File: src/rtl/traffic_controller_if.sv
// Bundle between the VGA timing / player stages and the traffic controller.
// The slave side is the controller: it consumes counters and player state
// and publishes car positions, the speed level and the event pulses.
interface traffic_controller_if;
  logic [9:0] h_count;
  logic [9:0] v_count;
  logic [9:0] player_x;
  logic [9:0] player_y;
  logic       level_up;
  logic       pause;
  logic [9:0] car_x;
  logic [9:0] car2_x;
  logic [9:0] car3_x;
  logic [9:0] car4_x;
  logic [9:0] car_y;
  logic [9:0] car2_y;
  logic [9:0] car3_y;
  logic [9:0] car4_y;
  logic [2:0] level;
  logic       frame_tick;
  logic       hit;

  modport master (
    output h_count, v_count, player_x, player_y, level_up, pause,
    input  car_x, car2_x, car3_x, car4_x,
    input  car_y, car2_y, car3_y, car4_y,
    input  level, frame_tick, hit
  );

  modport slave (
    input  h_count, v_count, player_x, player_y, level_up, pause,
    output car_x, car2_x, car3_x, car4_x,
    output car_y, car2_y, car3_y, car4_y,
    output level, frame_tick, hit
  );
endinterface

File: src/rtl/traffic_controller.sv
// Per-frame game-state update: moves four lane cars during vertical
// blanking, wraps them at the screen edges and detects player collisions
// with a frame-counted cooldown between hits.
module traffic_controller #(
  parameter int H_DISPLAY     = 640,
  parameter int V_DISPLAY     = 480,
  parameter int CAR_WIDTH     = 32,
  parameter int CAR_HEIGHT    = 32,
  parameter int PLAYER_WIDTH  = 32,
  parameter int PLAYER_HEIGHT = 32,
  parameter int LANE_Y0       = 96,
  parameter int LANE_Y1       = 192,
  parameter int LANE_Y2       = 288,
  parameter int LANE_Y3       = 384,
  parameter int HIT_COOLDOWN  = 60
) (
  input  logic                  CLK,
  input  logic                  RST,
  traffic_controller_if.slave   bus
);

  localparam int CD_RAW = $clog2(HIT_COOLDOWN + 1);
  localparam int CD_W   = (CD_RAW < 6) ? 6 : CD_RAW;

  localparam logic [10:0] H_DISP11 = 11'(H_DISPLAY);
  localparam logic [10:0] CAR_W11  = 11'(CAR_WIDTH);
  localparam logic [10:0] CAR_H11  = 11'(CAR_HEIGHT);
  localparam logic [10:0] PLR_W11  = 11'(PLAYER_WIDTH);
  localparam logic [10:0] PLR_H11  = 11'(PLAYER_HEIGHT);

  typedef enum logic [1:0] {
    IDLE  = 2'd0,
    MOVE  = 2'd1,
    CHECK = 2'd2
  } state_t;

  state_t            state_reg, state_next;
  logic [2:0]        level_reg;
  logic              frame_tick_reg, frame_tick_next;
  logic              hit_reg, hit_next;
  logic [CD_W-1:0]   cooldown_reg, cooldown_next;
  logic [9:0]        pos_reg  [4];
  logic [9:0]        pos_next [4];
  logic [9:0]        pos_init [4];
  logic [9:0]        lane_y   [4];
  logic [3:0]        overlap;

  logic              frame_match;
  logic              any_overlap;
  logic [10:0]       px11;
  logic [10:0]       py11;

  assign frame_match = (bus.h_count == 10'd0) && (bus.v_count == 10'(V_DISPLAY));
  assign px11        = {1'b0, bus.player_x};
  assign py11        = {1'b0, bus.player_y};
  assign any_overlap = |overlap;

  // Per-lane motion, wrap and overlap. Even lanes travel right, odd lanes
  // travel left; lane k runs k px/frame faster than lane 0. Cars start
  // spread evenly across the screen width.
  generate
    for (genvar gi = 0; gi < 4; gi++) begin : g_lane
      localparam logic [9:0] LY = (gi == 0) ? 10'(LANE_Y0) :
                                  (gi == 1) ? 10'(LANE_Y1) :
                                  (gi == 2) ? 10'(LANE_Y2) : 10'(LANE_Y3);

      logic [3:0]  speed;
      logic [9:0]  speed10;
      logic [10:0] sum11;
      logic [10:0] cx11;
      logic [10:0] cy11;

      assign speed   = {1'b0, level_reg} + 4'(gi + 1);
      assign speed10 = {6'b0, speed};
      assign sum11   = {1'b0, pos_reg[gi]} + {7'b0, speed};
      assign cx11    = {1'b0, pos_reg[gi]};
      assign cy11    = {1'b0, LY};

      assign lane_y[gi]   = LY;
      assign pos_init[gi] = 10'(gi * (H_DISPLAY / 4));

      if (gi % 2 == 0) begin : g_right
        assign pos_next[gi] = (sum11 >= H_DISP11) ? 10'(sum11 - H_DISP11)
                                                  : 10'(sum11);
      end else begin : g_left
        assign pos_next[gi] = (pos_reg[gi] < speed10)
                            ? 10'(cx11 + H_DISP11 - {7'b0, speed})
                            : (pos_reg[gi] - speed10);
      end

      // Strict inequalities: rectangles that only touch do not collide.
      assign overlap[gi] = (px11 < cx11 + CAR_W11) && (cx11 < px11 + PLR_W11) &&
                           (py11 < cy11 + CAR_H11) && (cy11 < py11 + PLR_H11);
    end
  endgenerate

  // Next-state, event pulses and cooldown bookkeeping.
  always_comb begin
    state_next      = state_reg;
    frame_tick_next = 1'b0;
    hit_next        = 1'b0;
    cooldown_next   = cooldown_reg;
    case (state_reg)
      IDLE: begin
        if (frame_match) begin
          state_next      = MOVE;
          frame_tick_next = 1'b1;
        end
      end
      MOVE: begin
        state_next = CHECK;
        // Cooldown counts frames, so it keeps running while paused.
        if (cooldown_reg != '0) begin
          cooldown_next = cooldown_reg - 1'b1;
        end
      end
      CHECK: begin
        state_next = IDLE;
        if (any_overlap && (cooldown_reg == '0)) begin
          hit_next      = 1'b1;
          cooldown_next = CD_W'(HIT_COOLDOWN);
        end
      end
      default: state_next = IDLE;
    endcase
  end

  // FSM, pulse and cooldown registers.
  always_ff @(posedge CLK) begin
    if (RST) begin
      state_reg      <= IDLE;
      frame_tick_reg <= 1'b0;
      hit_reg        <= 1'b0;
      cooldown_reg   <= '0;
    end else begin
      state_reg      <= state_next;
      frame_tick_reg <= frame_tick_next;
      hit_reg        <= hit_next;
      cooldown_reg   <= cooldown_next;
    end
  end

  // Speed level: accepted at any time, saturates at the top level.
  always_ff @(posedge CLK) begin
    if (RST) begin
      level_reg <= 3'd0;
    end else if (bus.level_up && (level_reg != 3'd7)) begin
      level_reg <= level_reg + 3'd1;
    end
  end

  // Car positions commit once per frame at the end of MOVE unless paused.
  always_ff @(posedge CLK) begin
    for (int i = 0; i < 4; i++) begin
      if (RST) begin
        pos_reg[i] <= pos_init[i];
      end else if ((state_reg == MOVE) && !bus.pause) begin
        pos_reg[i] <= pos_next[i];
      end
    end
  end

  assign bus.car_x      = pos_reg[0];
  assign bus.car2_x     = pos_reg[1];
  assign bus.car3_x     = pos_reg[2];
  assign bus.car4_x     = pos_reg[3];
  assign bus.car_y      = lane_y[0];
  assign bus.car2_y     = lane_y[1];
  assign bus.car3_y     = lane_y[2];
  assign bus.car4_y     = lane_y[3];
  assign bus.level      = level_reg;
  assign bus.frame_tick = frame_tick_reg;
  assign bus.hit        = hit_reg;

endmodule

File: src/flat_wrapper.sv
// flat-port wrapper written by rule: the top's interface ports become plain ports
module traffic_controller_flat 
#(
  parameter int H_DISPLAY     = 640,
  parameter int V_DISPLAY     = 480,
  parameter int CAR_WIDTH     = 32,
  parameter int CAR_HEIGHT    = 32,
  parameter int PLAYER_WIDTH  = 32,
  parameter int PLAYER_HEIGHT = 32,
  parameter int LANE_Y0       = 96,
  parameter int LANE_Y1       = 192,
  parameter int LANE_Y2       = 288,
  parameter int LANE_Y3       = 384,
  parameter int HIT_COOLDOWN  = 60
)
  (CLK, RST, bus_h_count, bus_v_count, bus_player_x, bus_player_y, bus_level_up, bus_pause, bus_car_x, bus_car2_x, bus_car3_x, bus_car4_x, bus_car_y, bus_car2_y, bus_car3_y, bus_car4_y, bus_level, bus_frame_tick, bus_hit);
  traffic_controller_if bus_i ();
  input  logic CLK;
  input  logic RST;
  input wire logic [$bits(bus_i.h_count)-1:0] bus_h_count;
  input wire logic [$bits(bus_i.v_count)-1:0] bus_v_count;
  input wire logic [$bits(bus_i.player_x)-1:0] bus_player_x;
  input wire logic [$bits(bus_i.player_y)-1:0] bus_player_y;
  input wire logic [$bits(bus_i.level_up)-1:0] bus_level_up;
  input wire logic [$bits(bus_i.pause)-1:0] bus_pause;
  output wire logic [$bits(bus_i.car_x)-1:0] bus_car_x;
  output wire logic [$bits(bus_i.car2_x)-1:0] bus_car2_x;
  output wire logic [$bits(bus_i.car3_x)-1:0] bus_car3_x;
  output wire logic [$bits(bus_i.car4_x)-1:0] bus_car4_x;
  output wire logic [$bits(bus_i.car_y)-1:0] bus_car_y;
  output wire logic [$bits(bus_i.car2_y)-1:0] bus_car2_y;
  output wire logic [$bits(bus_i.car3_y)-1:0] bus_car3_y;
  output wire logic [$bits(bus_i.car4_y)-1:0] bus_car4_y;
  output wire logic [$bits(bus_i.level)-1:0] bus_level;
  output wire logic [$bits(bus_i.frame_tick)-1:0] bus_frame_tick;
  output wire logic [$bits(bus_i.hit)-1:0] bus_hit;
  assign bus_i.h_count = bus_h_count;
  assign bus_i.v_count = bus_v_count;
  assign bus_i.player_x = bus_player_x;
  assign bus_i.player_y = bus_player_y;
  assign bus_i.level_up = bus_level_up;
  assign bus_i.pause = bus_pause;
  assign bus_car_x = bus_i.car_x;
  assign bus_car2_x = bus_i.car2_x;
  assign bus_car3_x = bus_i.car3_x;
  assign bus_car4_x = bus_i.car4_x;
  assign bus_car_y = bus_i.car_y;
  assign bus_car2_y = bus_i.car2_y;
  assign bus_car3_y = bus_i.car3_y;
  assign bus_car4_y = bus_i.car4_y;
  assign bus_level = bus_i.level;
  assign bus_frame_tick = bus_i.frame_tick;
  assign bus_hit = bus_i.hit;
  traffic_controller #(.H_DISPLAY(H_DISPLAY), .V_DISPLAY(V_DISPLAY), .CAR_WIDTH(CAR_WIDTH), .CAR_HEIGHT(CAR_HEIGHT), .PLAYER_WIDTH(PLAYER_WIDTH), .PLAYER_HEIGHT(PLAYER_HEIGHT), .LANE_Y0(LANE_Y0), .LANE_Y1(LANE_Y1), .LANE_Y2(LANE_Y2), .LANE_Y3(LANE_Y3), .HIT_COOLDOWN(HIT_COOLDOWN)) u_core (.CLK(CLK), .RST(RST), .bus(bus_i));
endmodule
File: config.mk
export PLATFORM = sky130hd
export DESIGN_NAME = traffic_controller_flat
export DESIGN_NICKNAME = d
export VERILOG_FILES = /design/src/rtl/traffic_controller_if.sv /design/src/rtl/traffic_controller.sv /design/src/flat_wrapper.sv
export SDC_FILE = /design/constraint.sdc
export NUM_CORES = 1
export LEC_CHECK = 0
export BUFFER_PORTS_ARGS = -buffer_cell sky130_fd_sc_hd__clkbuf_2
export CAP_MARGIN = 15
export CELL_PAD_IN_SITES_DETAIL_PLACEMENT = 1
export CELL_PAD_IN_SITES_GLOBAL_PLACEMENT = 1
export CORE_MARGIN = 2
export CORE_UTILIZATION = 43
export DETAILED_ROUTE_END_ITERATION = 6
export PLACE_DENSITY_LB_ADDON = 0.1
export SYNTH_ARGS = -nofsm -noshare
export SYNTH_HDL_FRONTEND = slang
export SYNTH_SLANG_ARGS = --single-unit
export TNS_END_PERCENT = 30
File: constraint.sdc
create_clock -name CLK -period 4.2 [get_ports CLK]
set_input_delay 0.21 -clock CLK [delete_from_list [all_inputs] [get_ports CLK]]
set_output_delay 0.21 -clock CLK [all_outputs]
set_load 0.005 [all_outputs]
---- Word level (Yosys, flattened, before mapping) ----
Memory sizes are Yosys's and may differ from the RTL's.
Cells that the tools add are included.
word-level totals
  output and inout bits ................... 85
  word-level logic and storage cells ...... 107
  bits in registers ....................... 13
  memories kept ........................... 1
  bits in writable memories ............... 40
  bits of input ports ..................... 44
cells by class
  equal/unequal tests ..................... 7
  bitwise operators ....................... 6
  muxes and demuxes ....................... 20
  add/subtract/negate cells ............... 22
  reductions and logical operators ........ 26
  order comparisons ....................... 20
memory list
  name            words  bits a word  rd ports  clocked after memory_dff  wr ports  RTL line                  source
  u_core.pos_reg  4      10           4         0                         4         traffic_controller.sv:42  logic [9:0] pos_reg [4];
operators with widths
  kind                      count
  $lt A10 B11 Y1            8
  $mux W10                  8
  $add A10 B6 Y11 const B   6
  $sub A10 B4 Y10           4
  $add A10 B4 Y11           2
  $ge A11 B10 Y1 const B    2
  $lt A9 B11 Y1 const A     2
  $add A10 B10 Y10 const B  2
  $lt A10 B4 Y1             2
  $lt A10 B8 Y1 const B     2
  $lt A10 B9 Y1 const B     2
  $sub A10 B10 Y10 const B  2
  $logic_and A1 B1 Y1       16
  $mux W6                   2
  $pmux W6 S2               1
  $lt A7 B11 Y1 const A     1
  $lt A8 B11 Y1 const A     1
  $eq A10 B9 Y1 const B     1
  $logic_not A10 Y1         1
  $add A3 B2 Y4 const B     2
  $mux W1                   7
  $logic_not A6 Y1          1
  $ne A2 B1 Y1 const B      3
  $reduce_bool A6 Y1        1
  17 further kinds          22

---- Logic depth before layout (Yosys ltp) ----
An unclocked memory read counts as a cell.
  depth in word-level cells ............... 10
  mapped depth ............................ 13
  gate-level depth less buffers ........... 13

---- Worst setup path after synthesis ----
OpenSTA, ideal clock, no wires.
  path type ............................... register -> register
  start ................................... reg u_core.level_reg[1] (netlist: u_core.bus.level[1])
  end ..................................... mem u_core.pos_reg[2][7] (data pin)
  arrival ................................. 2904 ps
  setup slack ............................. 1149 ps
  clock period less this slack ............ 3051 ps
  library setup time ...................... 147 ps
  buffers on the path ..................... 0
  cell stages (with the launch flop) ...... 14
  data required time ...................... 4053 ps
  path through ............................ dfxtp_1 inv_1 ha_1 inv_1 ha_1 inv_1 fa_1 nor2b_1 o211ai_1 xor2_1 ha_1 o21ai_0 or3_1 a21oi_1
RTL lines
  element                 RTL line                   source
  start, declared         traffic_controller.sv:38   logic [2:0] level_reg;
  start signal, assigned  traffic_controller.sv:148  level_reg <= level_reg + 3'd1;
  end, declared           traffic_controller.sv:42

==> key figures <==
Yosys
  • Synth top area cells: ha_1 (23%), edfxtp_1 (18%), xnor2_1 (5.2%), buf_4 (4.5%), inv_1 (4.2%)
  • Post-synth EDFFs: 40
  • Syn_area_per_cell: between 8 and 9 sq um
  • Flops & latches, synth: between 50 and 60
  • Largest family of logic cells by synthesized area: adder cells
  • Post-synth ARST share: 0
  • Post-synthesis xor/xnor area fraction: 0.0674
  • Synth Area in Adders: 0.262
  • Post-synthesis cell count: 769
  • Synth Area in Compound Gates: 0.174
  • Simple-Gate Fraction of Synth Area: 0.173
  • Post-synthesis mux area share: 0.00472
  • Synthesized cell area: 6630 sq um
  • Seq/Total Area, Yosys: 0.220
  • Synth cell types: between 60 and 70
  • Yosys top cell area share: 0.232
  • Post-synth top flop: edfxtp_1
  • Synth warn: 0
  • Largest area contributor in the netlist: ha_1

Timing
  • Actual slew at the worst max-slew pin: about 1.0 ns
  • Ratio of final minimum period to clock period: 0.797
  • Pins over their slew limit: 0
  • Setup violators final: 0
  • Slew headroom: 0.301
  • Fin. Hold Viols: 0
  • Tmin final: around 3.3 ns
  • RSZ-0062 raised after global routing: no
  • Setup TNS: 0 ns
  • Final hold slack: roughly 0.15 ns
  • Clock Skew: a little under 0.007 ns
  • Achievable Freq: between 200 and 300 MHz

Clock tree
  • TritonCTS Buffers: 5
  • CTS sink cnt: 53
  • Clock latency at the later pin of the worst-skew pair: 0.32 ns
  • H-tree lvl count: 2
  • Clock Tree Root: clkbuf_16
  • Cells resized by post-CTS repair: 0
  • Hold Buf Count CTS: 0
  • Max clock buf depth: 2
  • Clk pin slew, worst setup/hold paths: roughly 0.08 ns
  • Post-CTS Setup Inserts: 0
  • CTS tree: done

Critical path
  • Critical path required time: ~4.4 ns
  • CP startpoint: u_core.bus.level[1]
  • CP endpoint: u_core.pos_reg[2][7]
  • Critical path launch point type: register
  • Worst path depth: 13
  • CP cell instances: inv_1, ha_1, inv_1, ha_1, inv_1, fa_1, nor2b_1, o211ai_1, xor2_1, ha_1, o21ai_0, or3_1, a21oi_1
  • Worst Setup End Kind: register
  • R2r setup slk: 0.85 ns
  • Slowest stage delay, CP: around 0.47 ns
  • Worst Path Arrival: 3.52 ns
  • Crit Reg-Reg Endpoint: u_core.pos_reg[2][7]
  • Reg2Reg Launch Point: u_core.bus.level[1]
  • WP buf/inv: 3
  • CP max-delay cell: dfxtp_1
  • Crit-path max FO: 5
  • R2r worst-path depth: 13
  • Worst Path Class, Setup: register to register
  • Crit path max-delay family: adder cells

Status
  • Status: finished, final reports clean

Pwr
  • Max IR drop VDD: around 0.15 mV
  • Sequential share of power: 0.406
  • Clock Power Share: 0.311
  • Internal power: roughly 970 uW
  • Tot Pwr: approximately 1.5 mW
  • Static leakage: 3.30 nW
  • Comb pwr share: 0.283
  • Switching share of power: 0.343
  • Sw Pwr: slightly above 500 uW
  • P per Cell Area: between 200 and 250 nW/um^2

Global route
  • GR Overflow Total: 0
  • Largest net degree at the start of global routing: 25
  • Initial antenna violation count: 1
  • GR peak layer: met2
  • Routing usage on met2: 0.444
  • Total GRT Usage: 0.239
  • First-pass GRT wire length: between 30000 and 40000 microns
  • GRT met1 Usage: 0.294
  • Vias in the first global route: between 6000 and 7000
  • Met3 Use GR: 0.0301

Die
  • Die extent in x: 128 microns
  • IO Pins: approximately 130
  • Height of the die: around 130 microns
  • Core Area: roughly 15000 sq um
  • DIE AREA: approximately 16000 sq um
  • Row cnt: 45
  • Starting density of the core: 0.438

Placed design
  • Routability cong.: 0.864
  • Placed cells: 1032
  • Post-DP HPWL: 15500 microns
  • Port buffer count: between 80 and 90

Final layout
  • Share of cells above drive strength 1: 0.133
  • Area grow syn2layout: 9.91%
  • N_diodes: 0
  • Nets: ~1000
  • Largest register FFs: 40
  • Post-layout util: 0.481
  • Final Instance Count excl. Fillers: around 1000

Detailed routing
  • Initial detailed-routing violation count: 226
  • First-pass iteration count of the detailed router: 4
  • Antenna Violating Nets Remaining: 0
  • Post-Route WL: 19500 microns
  • Residual DRC: 0
  • Avg Vias per Cell: around 5.7
  • Vias: just under 6000
  • Routed len/inst: between 15 and 20 microns

Worst hold path
  • Min-delay worst type: primary input to register
  • Hold depth: 4

Job
  • MaxCap Viol Count: 0
-- metrics by stage --
step | setup slack (ns) | instance area [sq um]
6_report | 0.851 | 7290
5_1_grt | 0.581 | 7290
4_1_cts | 0.867 | 7290
3_5_place_dp | 0.901 | 7140
3_3_place_gp | 1.06 | 7140
2_1_floorplan | 1.15 | 6770
-- cell type report --
cell class              count  area (sq um)
clock buffers               5           125
clock inverters             3          23.8
fillers                  1822          7860
inverters                  75           282
multi-input cells         623          4680
flip-flops and latches     53          1460
well taps                 188           235
repair buffers             93           478
-- worst min-delay path: cells and delay by family --
| kind | cells | cell delay, ns |
|---|---|---|
| buffers and inverters | 1 | 0.08 |
| and+or+nand+nor | 3 | 0.13 |
-- placed cells by master, fill, tap and decap left out, drive strengths merged, types with 4 or more instances in the layout --
master | synthesis | final
a211oi | 14 | 14
o21a | 4 | 4
nor4 | 8 | 8
buf | 45 | 5
dfxtp | 13 | 13
nand4 | 10 | 10
o211ai | 14 | 14
clkbuf | 11 | 93
xor2 | 12 | 12
a221oi | 4 | 4
xnor2 | 39 | 39
nor3 | 24 | 24
or3 | 7 | 7
o21bai | 5 | 5
nand2b | 7 | 7
a21o | 7 | 7
o2111ai | 4 | 4
and3 | 7 | 7
nand4b | 4 | 4
a21oi | 42 | 42
nand3 | 29 | 29
conb | 2 | 40
ha | 123 | 123
nor2b | 15 | 15
nor2 | 53 | 53
edfxtp | 40 | 40
o21ai | 37 | 37
a211o | 6 | 6
inv | 75 | 78
a31oi | 8 | 8
nand2 | 47 | 47
fa | 10 | 10
-- cell usage after synthesis (7+ instances only) --
| library cell | n |
|---|---|
| buf_4 | 40 |
| edfxtp_1 | 40 |
| fa_1 | 10 |
| nor2_1 | 53 |
| a21oi_1 | 42 |
| dfxtp_1 | 13 |
| inv_1 | 75 |
| a31oi_1 | 8 |
| nand4_1 | 10 |
| nand2_1 | 47 |
| nor3_1 | 24 |
| nor4_1 | 8 |
| o21ai_0 | 36 |
| nand3_1 | 28 |
| a211oi_1 | 14 |
| xnor2_1 | 39 |
| nand2b_1 | 7 |
| xor2_1 | 12 |
| ha_1 | 123 |
| or3_1 | 7 |
| and3_1 | 7 |
| o211ai_1 | 14 |
| a21o_1 | 7 |
| clkbuf_1 | 11 |
| nor2b_1 | 15 |
-- metal layers --
metal / up-vias / part of all wire
met5: - / 0
met4: 0 / 0.012
met3: 20 / 0.036
met2: 121 / 0.50
met1: 2892 / 0.45
li1: 2850 / -
-- logic make-up (layout without fill, tap and decap cells) --
group / count (synthesis) / in the layout
and+or+nand+nor: 226 / 226
AOI/OAI and AO/OA: 170 / 170
adders and majority gates: 133 / 133
buffers and inverters: 131 / 176
DFF: 53 / 53
xor gates and xnor gates: 51 / 51
muxes: 3 / 3
other: 2 / 40
-- power by group through the flow --
stage,sequential [mW],combinational (mW),clock [mW]
2_1_floorplan,0.606,0.303,0
3_3_place_gp,0.613,0.394,0
3_5_place_dp,0.614,0.414,0
4_1_cts,0.602,0.421,0.467
5_1_grt,0.606,0.474,0.480
6_report,0.602,0.419,0.462
-- how the worst min path moves through the flow --
stage | startpoint | end
4_1_cts | bus_h_count[7] | u_core.bus.frame_tick
6_report | bus_h_count[7] | u_core.bus.frame_tick
3_3_place_gp | bus_h_count[7] | u_core.bus.frame_tick
3_5_place_dp | bus_h_count[5] | u_core.bus.frame_tick
2_1_floorplan | bus_h_count[7] | u_core.bus.frame_tick
5_1_grt | bus_h_count[7] | u_core.bus.frame_tick
Note: power is estimated with default switching activity, not from simulation.
